<file path="config.mk">
export PLATFORM = sky130hd
export DESIGN_NAME = if_stage_buf
export DESIGN_NICKNAME = d
export VERILOG_FILES = /design/src/rtl/if_stage_buf.sv
export SDC_FILE = /design/constraint.sdc
export NUM_CORES = 1
export LEC_CHECK = 0
export ABC_AREA = 0
export BUFFER_PORTS_ARGS = -buffer_cell sky130_fd_sc_hd__buf_2
export CORE_MARGIN = 2
export CORE_UTILIZATION = 50
export CTS_BUF_LIST = sky130_fd_sc_hd__clkbuf_8
export CTS_CLUSTER_DIAMETER = 100
export CTS_CLUSTER_SIZE = 28
export DETAILED_ROUTE_END_ITERATION = 6
export GPL_TIMING_DRIVEN = 0
export PLACE_DENSITY = 0.74
export RECOVER_POWER = 100
export SLEW_MARGIN = 10
export SYNTH_ARGS = -nofsm -noshare
export SYNTH_HDL_FRONTEND = slang
export SYNTH_SLANG_ARGS = --single-unit
export TNS_END_PERCENT = 5
</file>
<file path="constraint.sdc">
create_clock -name clk -period 5.9 [get_ports clk]
set_clock_uncertainty 0.2 [all_clocks]
set_input_delay 0.59 -clock clk [delete_from_list [all_inputs] [get_ports clk]]
set_output_delay 0.59 -clock clk [all_outputs]
set_load 0.01 [all_outputs]
</file>
<file path="src/rtl/if_stage_buf.sv">
// Fetch stage with an in-order instruction buffer; a redirect cancels in-flight reads. data_ok to ID-visible: 1 cycle.
// Requests stall once outstanding+buffered reaches IBUF_DEPTH. Define IF_PERF_CNT_EN for pop/drop counters.
module if_stage_buf #(
  parameter logic [31:0] RESET_PC   = 32'h1c000000,
  parameter int          IBUF_DEPTH = 4
) (
  input  logic        clk,
  input  logic        resetn,
  output logic        inst_sram_req,
  output logic        inst_sram_wr,
  output logic [1:0]  inst_sram_size,
  output logic [31:0] inst_sram_addr,
  input  logic        inst_sram_addr_ok,
  input  logic        inst_sram_data_ok,
  input  logic [31:0] inst_sram_rdata,
  input  logic        id_allowin,
  input  logic [32:0] br_bus,
  input  logic        flush,
  input  logic [31:0] excep_entry,
  output logic        if_to_id_valid,
  output logic [64:0] if_to_id_bus
`ifdef IF_PERF_CNT_EN
  ,
  output logic [31:0] perf_fetch_cnt,
  output logic [31:0] perf_cancel_cnt
`endif
);
  localparam int AW = (IBUF_DEPTH > 1) ? $clog2(IBUF_DEPTH) : 1;
  localparam int CW = AW + 1;
  localparam logic [CW:0]   DEPTH_W = (CW + 1)'(IBUF_DEPTH);
  localparam logic [CW-1:0] FULL_C  = CW'(IBUF_DEPTH);

  logic [31:0]   fetch_pc;
  logic          halt;
  logic [CW-1:0] outstanding;
  logic [CW-1:0] cancel_cnt;
  logic [CW-1:0] buf_cnt;
  logic [AW-1:0] buf_wr;
  logic [AW-1:0] buf_rd;
  logic [AW-1:0] pcq_wr;
  logic [AW-1:0] pcq_rd;
  logic [64:0]   buf_mem [IBUF_DEPTH];
  logic [31:0]   pcq_mem [IBUF_DEPTH];

  logic          redirect;
  logic [31:0]   redirect_pc;
  logic          adef;
  logic [CW:0]   in_use;
  logic          fire;
  logic          drop;
  logic          rsp_push;
  logic          adef_push;
  logic          push;
  logic          pop;
  logic [64:0]   push_dat;
  logic [CW-1:0] outstanding_nxt;

  assign redirect    = flush | br_bus[32];
  assign redirect_pc = flush ? excep_entry : br_bus[31:0];
  assign adef        = fetch_pc[1:0] != 2'b00;
  assign in_use      = {1'b0, outstanding} + {1'b0, buf_cnt};

  // Cancelled reads still occupy a slot until their response returns.
  assign inst_sram_req  = resetn & ~redirect & ~halt & ~adef & (in_use < DEPTH_W);
  assign inst_sram_wr   = 1'b0;
  assign inst_sram_size = 2'b10;
  assign inst_sram_addr = fetch_pc;

  assign fire      = inst_sram_req & inst_sram_addr_ok;
  assign drop      = inst_sram_data_ok & (cancel_cnt != '0);
  assign rsp_push  = inst_sram_data_ok & ~drop;
  // The fault entry waits for every live response so it lands after them in order.
  assign adef_push = ~redirect & ~halt & adef & (outstanding == cancel_cnt) & (buf_cnt != FULL_C);
  assign push      = rsp_push | adef_push;
  assign push_dat  = adef_push ? {32'h0, fetch_pc, 1'b1}
                               : {inst_sram_rdata, pcq_mem[pcq_rd], 1'b0};

  assign if_to_id_valid  = buf_cnt != '0;
  assign if_to_id_bus    = buf_mem[buf_rd];
  assign pop             = if_to_id_valid & id_allowin;
  assign outstanding_nxt = outstanding + CW'(fire) - CW'(inst_sram_data_ok);

  always_ff @(posedge clk or negedge resetn) begin
    if (!resetn) begin
      fetch_pc    <= RESET_PC;
      halt        <= 1'b0;
      outstanding <= '0;
      cancel_cnt  <= '0;
      pcq_wr      <= '0;
      pcq_rd      <= '0;
    end else begin
      outstanding <= outstanding_nxt;
      if (fire)              pcq_wr <= pcq_wr + AW'(1);
      if (inst_sram_data_ok) pcq_rd <= pcq_rd + AW'(1);
      if (redirect) begin
        fetch_pc   <= redirect_pc;
        halt       <= 1'b0;
        cancel_cnt <= outstanding_nxt;
      end else begin
        if (fire)      fetch_pc   <= fetch_pc + 32'd4;
        if (adef_push) halt       <= 1'b1;
        if (drop)      cancel_cnt <= cancel_cnt - CW'(1);
      end
    end
  end

  always_ff @(posedge clk or negedge resetn) begin
    if (!resetn) begin
      buf_cnt <= '0;
      buf_wr  <= '0;
      buf_rd  <= '0;
    end else if (redirect) begin
      buf_cnt <= '0;
      buf_wr  <= '0;
      buf_rd  <= '0;
    end else begin
      buf_cnt <= buf_cnt + CW'(push) - CW'(pop);
      if (push) buf_wr <= buf_wr + AW'(1);
      if (pop)  buf_rd <= buf_rd + AW'(1);
    end
  end

  always_ff @(posedge clk) begin
    if (push) buf_mem[buf_wr] <= push_dat;
    if (fire) pcq_mem[pcq_wr] <= fetch_pc;
  end

`ifdef IF_PERF_CNT_EN
  always_ff @(posedge clk or negedge resetn) begin
    if (!resetn) begin
      perf_fetch_cnt  <= 32'd0;
      perf_cancel_cnt <= 32'd0;
    end else begin
      if (pop)  perf_fetch_cnt  <= perf_fetch_cnt + 32'd1;
      if (drop) perf_cancel_cnt <= perf_cancel_cnt + 32'd1;
    end
  end
`endif

endmodule

</file>
# [After elaboration in Yosys (flattened, before gate mapping)]
# Memories as Yosys holds them, arrays and structs flattened.
# Index checks and enable logic that the tools add are counted.
[op_classes] addsub=11 magnitude_cmp=1 n_eq_ne=2 mux=17 bitwise=18 n_reduce_logical=8
[op_table] operator="2-to-1 mux 32 bit" count=3
[op_table] operator="2-to-1 mux 65 bit" count=1
[op_table] operator="adder 32 x 3 -> 32 bit, second input constant" count=1
[op_table] operator="AND 1 bit" count=12
[op_table] operator="nonzero test 2 bit" count=6
[op_table] operator="2-to-1 mux 3 bit" count=3
[op_table] operator="adder 2 x 1 -> 2 bit, second input constant" count=4
[op_table] operator="2-to-1 mux 2 bit" count=4
[op_table] operator="adder 3 x 1 -> 3 bit" count=2
[op_table] operator="2-to-1 mux 1 bit" count=6
[op_table] operator="nonzero test 3 bit" count=2
[op_table] operator="subtractor 3 x 1 -> 3 bit" count=2
[op_table] operator="adder 3 x 3 -> 4 bit" count=1
[op_table] operator="< comparator 4 x 3 -> 1 bit, second input constant" count=1
[op_table] operator="NOT 1 bit" count=4
[op_table] operator="equality test 3 bit" count=1
[op_table] operator="!= test 3 bit, second input constant" count=1
[op_table] operator="subtractor 3 x 1 -> 3 bit, second input constant" count=1
[op_table] operator="OR 1 bit" count=2
[totals] reg_bits=50 mem_bits_rw=388 output_inout_bits=102 n_memories=2
[memory_table] memory="buf_mem" depth=4 width=65 rd=1 rd_ports_with_merged_regs=0 wr=1 line_no="42" source="logic [64:0] buf_mem [IBUF_DEPTH];"
[memory_table] memory="pcq_mem" depth=4 width=32 rd=1 rd_ports_with_merged_regs=0 wr=1 line_no="43" source="logic [31:0] pcq_mem [IBUF_DEPTH];"

# [Depth between registers and ports, before layout]
[depth] word_depth=10 depth_mapped=13 ltp_nobuf=12

# [Worst setup path before layout]
# Ideal clock, no wire load.
[synth_path] kind="input port to flip-flop" from="in flush" to="mem buf_mem[0][0] (enable)" arrival_time_ns=4.474 setup_slack_ns=0.730 stages=4 cell_sequence="or3_1 -> o32a_1 -> clkbuf_1 -> nor2b_1"
[synth_between] elab_chain_len=9
[synth_lines] element="start, declared" line_no="18" source="input logic flush,"
[synth_lines] element="OR 1 bit" line_no="58" source="assign redirect = flush | br_bus[32];"
[synth_lines] element="NOT 1 bit" line_no="73" source="assign adef_push = ~redirect & ~halt & adef & (outstanding == cancel_cnt) & (buf_cnt != FULL_C);"
[synth_lines] element="AND 1 bit (4 in a row)" line_no="73"
[synth_lines] element="OR 1 bit" line_no="74" source="assign push = rsp_push | adef_push;"
[synth_lines] element="2-to-1 mux 1 bit" line_no="124" source="if (push) buf_mem[buf_wr] <= push_dat;"
[synth_lines] element="2-to-1 mux 1 bit (implied by the code)" line_no="124"
[synth_lines] element="end, declared" line_no="42"
# No other way between the ends.

# [Final worst setup path]
[layout_path] from="reg halt" to="mem buf_mem[3][43] (enable)"
[layout_between] elab_chain_len=8
[layout_lines] element="start, declared" line_no="34" source="logic halt;"
[layout_lines] element="start signal, assigned" line_no="86" source="halt <= 1'b0;"
[layout_lines] element="start signal, assigned" line_no="97" source="halt <= 1'b0;"
[layout_lines] element="start signal, assigned" line_no="101" source="if (adef_push) halt <= 1'b1;"
[layout_lines] element="NOT 1 bit" line_no="73"
[layout_lines] element="AND 1 bit (4 in a row)" line_no="73"
[layout_lines] element="OR 1 bit" line_no="74"
[layout_lines] element="2-to-1 mux 1 bit" line_no="124"
[layout_lines] element="2-to-1 mux 1 bit (implied by the code)" line_no="124"
# No other way between the ends.

==> results.sh <==
export IMPL_die_x_um=194
export IMPL_drtIter0Drc=890
export IMPL_slew_headroom_pct=-76.4
export IMPL_h_tree_depth=1
export IMPL_die_area_um2=37500
export IMPL_via_per_inst=5.72
export IMPL_worstSetupStartpointType="register"
export IMPL_syn_avg_cell_area_um2=17.3
export IMPL_regToRegSetupSlack_ns=1.38
export IMPL_min_from="excep_entry[6]"
export IMPL_r2r_end="buf_mem[3][43]"
export IMPL_cts_sinks=438
export IMPL_final_core_util_pct=56.6
export IMPL_fp_coreArea_um2=35500
export IMPL_leakage_nw=6.66
export IMPL_violations="capacitance limit, slew limit"
export IMPL_max_freq_ghz=0.221
export IMPL_wl_per_cell_um=21.8
export IMPL_grt_overflow_total=0
export IMPL_worstPathRequired_ns=6.01
export IMPL_timing_rr_start="halt"
export IMPL_crit_path_end="buf_mem[3][43]"
export IMPL_cp_arrival_ns=4.62
export IMPL_start_util_pct=50.7
export IMPL_num_antenna_cells=0
export IMPL_dp_hpwl_um=26400
export IMPL_finalNetCount=1403
export IMPL_synth_distinct_cells=58
export IMPL_areaGrowthSynthToFinish_pct=11.5
export IMPL_timing_final_crit_share_pct=76.5
export IMPL_yosysSeqAreaShare_pct=71.7
export IMPL_vdd_drop_max_v=0.000195
export IMPL_netlist_area_um2=18000
export IMPL_fin_crit_ns=4.52
export IMPL_cts_tree="built"
export IMPL_critical_path_peak_fanout=24
export IMPL_port_buffers=201
export IMPL_synth_ff_type="edfxtp_1"
export IMPL_routabilityCongestion=0.857
export IMPL_crit_start="halt"
export IMPL_maxCapViolations=4
export IMPL_grt_pass1_wl_um=59100
export IMPL_path_clk_slew_ns=0.17
export IMPL_vias=10039
export IMPL_reg2reg_depth=6
export IMPL_min_path_type="primary input to register"
export IMPL_synth_edff_count=388
export IMPL_track_usage_pct=20.3
export IMPL_ctsLongestPathBuffers=3
export IMPL_postRouteAntennaNets=0
export IMPL_setup_viol=0
export IMPL_ys_warn_count=0
export IMPL_post_layout_nonfiller_instances=1755
export IMPL_setup_slack_ns=1.38
export IMPL_rows=69
export IMPL_first_global_vias=10062
export IMPL_rsz0062_at_grt="false"
export IMPL_antenna_found_initial=0
export IMPL_crit_path_end_kind="register"
export IMPL_slew_viol_final=82
export IMPL_die_h_um=194
export IMPL_cts_made_buffers=19
export IMPL_hold_worst_slack_ns=0.0240
export IMPL_drt_pass1_iterations=5
export IMPL_pin_count=205
export IMPL_drc=0
export IMPL_cts_root_buffer="clkbuf_8"
export IMPL_hold_viol_final=0
export IMPL_worstSetupPathType="register to register"
export IMPL_drive_gt1_share_pct=18.9
export IMPL_grt_max_degree=53
export IMPL_ys_seq_elements=438
export IMPL_synth_async_sr_flop_share_pct=11.4
export IMPL_syn_inst=1042
export IMPL_cellPowerDensity_nw_per_um2=326
export IMPL_p_total_mw=6.55
export IMPL_tightest_slew_ns=2.64
export IMPL_wl_um=38300
export IMPL_status="finished with violations"
export IMPL_clk_latency_ns=0.60
export IMPL_dp_slack_ns=1.35
export IMPL_placedCellCount=1717
export IMPL_cts_resized=0
[where the power goes]
part	internal, mW	switching [mW]
Clock	0.314	0.854
Combinational	0.609	0.860
Sequential	3.78	0.137
[synth_stat cells (3+ instances only)]
library cell,n,share of area (%)
or4_1,5,0.21
a21oi_1,16,0.44
a211oi_1,7,0.29
or3_1,6,0.21
xor2_1,14,0.68
o311ai_0,5,0.24
clkbuf_1,43,0.90
nand2_1,126,2.6
and3_1,5,0.17
o211ai_1,14,0.58
dfstp_2,3,0.44
and2_1,41,1.4
inv_1,19,0.40
o21ai_0,14,0.39
xnor2_1,9,0.44
nand3_1,23,0.64
edfxtp_1,388,65
mux4_2,97,12
ha_1,17,1.2
a22oi_1,3,0.13
buf_4,3,0.13
nor2b_1,12,0.42
buf_1,9,0.19
mux2i_1,9,0.50
nor2_1,35,0.73
nand4_1,12,0.42
dfrtp_1,47,6.5
nor3_1,7,0.19
a2bb2oi_1,9,0.44
[critical path: stages, from the launching register on]
cell,delay [ns]
dfrtp_1,0.43
or3_1,0.50
o32a_1,0.38
clkbuf_1,0.20
nor2b_1,1.98
buf_12,0.28
buf_12,0.21
[final cells by class]
cell class,instances,area (µm²)
clock buffer,19,262
clock inverter,15,67.6
inverter,20,75.1
fill,2741,15400
multi-input combinational,528,4770
timing repair buffer,217,1190
sequential,438,12900
tap,461,577
buffer,57,225
[stage by stage]
| step | setup TNS (ns) | area [µm²] |
|---|---|---|
| 2_1_floorplan | 0 | 18000 |
| 3_3_place_gp | -508.53 | 19600 |
| 3_5_place_dp | 0 | 19900 |
| 4_1_cts | 0 | 20200 |
| 5_1_grt | 0 | 20100 |
| 6_report | 0 | 20100 |
[sequential cells by signal (all words and copies together) (netlist names)]
name            cells
buf_rd              2
buf_mem           260
pcq_wr              2
pcq_mem           128
outstanding         3
buf_wr              2
inst_sram_addr     32
buf_cnt             3
halt                1
cancel_cnt          3
pcq_rd              2
[per-layer routing]
metal / global-route usage (%) / vias to the layer above / share of wire (%)
li1: - / 4512 / -
met1: 29.8 / 5097 / 43
met2: 33.3 / 398 / 49
met3: 2.57 / 32 / 6.6
met4: 3.73 / 0 / 1.4
met5: 0 / - / 0
[cells by family after synthesis]
family,Yosys count,share of synthesized area [%]
multiplexers,106,12.6
buffers and inverters,77,1.68
XOR/XNOR,23,1.12
other,2,0.0417
adder cells (fa/ha/maj),19,1.40
flip-flops,438,71.7
AND/OR/NAND/NOR,287,7.87
AO/OA/AOI/OAI,90,3.53
[worst min path at each step]
stage | slack, ns | cells past startpoint | end
4_1_cts | 0.01 | 3 | inst_sram_addr[6]
3_3_place_gp | 0.31 | 1 | halt
3_5_place_dp | 0.32 | 1 | halt
6_report | 0.02 | 3 | inst_sram_addr[6]
2_1_floorplan | 0.09 | 0 | buf_cnt[0]
5_1_grt | 0.01 | 3 | inst_sram_addr[28]
[cell usage in the layout, fill, tap and decap left out, types with 3 or more instances in the layout]
| cell | netlist | layout |
|---|---|---|
| edfxtp_1 | 388 | 388 |
| clkbuf_1 | 43 | 148 |
| nand2_1 | 126 | 126 |
| buf_2 | 2 | 103 |
| mux4_2 | 97 | 97 |
| dfrtp_1 | 47 | 47 |
| and2_0 | 0 | 37 |
| nor2_1 | 35 | 35 |
| inv_1 | 19 | 33 |
| nand3_1 | 23 | 23 |
| clkbuf_8 | 0 | 19 |
| ha_1 | 17 | 17 |
| a21oi_1 | 16 | 16 |
| xor2_1 | 14 | 14 |
| o21ai_0 | 14 | 14 |
| o211ai_1 | 14 | 14 |
| nor2b_1 | 12 | 12 |
| nand4_1 | 12 | 12 |
| xnor2_1 | 9 | 9 |
| mux2i_1 | 9 | 9 |
| a2bb2oi_1 | 9 | 9 |
| buf_12 | 0 | 9 |
| a211oi_1 | 7 | 7 |
| nor3_1 | 7 | 7 |
| or4_1 | 5 | 6 |
| or3_1 | 6 | 6 |
| and3_1 | 5 | 5 |
| o311ai_0 | 5 | 5 |
| and2_1 | 41 | 4 |
| buf_4 | 3 | 4 |
| dlygate4sd3_1 | 0 | 4 |
| buf_1 | 9 | 3 |
| nor4_1 | 1 | 3 |
| a22oi_1 | 3 | 3 |
| conb_1 | 2 | 3 |
| dfstp_1 | 0 | 3 |
| buf_16 | 0 | 3 |
[what timing repair did]
item | in CTS | in global routing
setup buffers | 0 | 0
hold endpoints to repair | 3 | 47
hold buffers | 3 | 1
endpoints found under the setup margin | 0 | 0
Power figures use the tool's default switching activity.
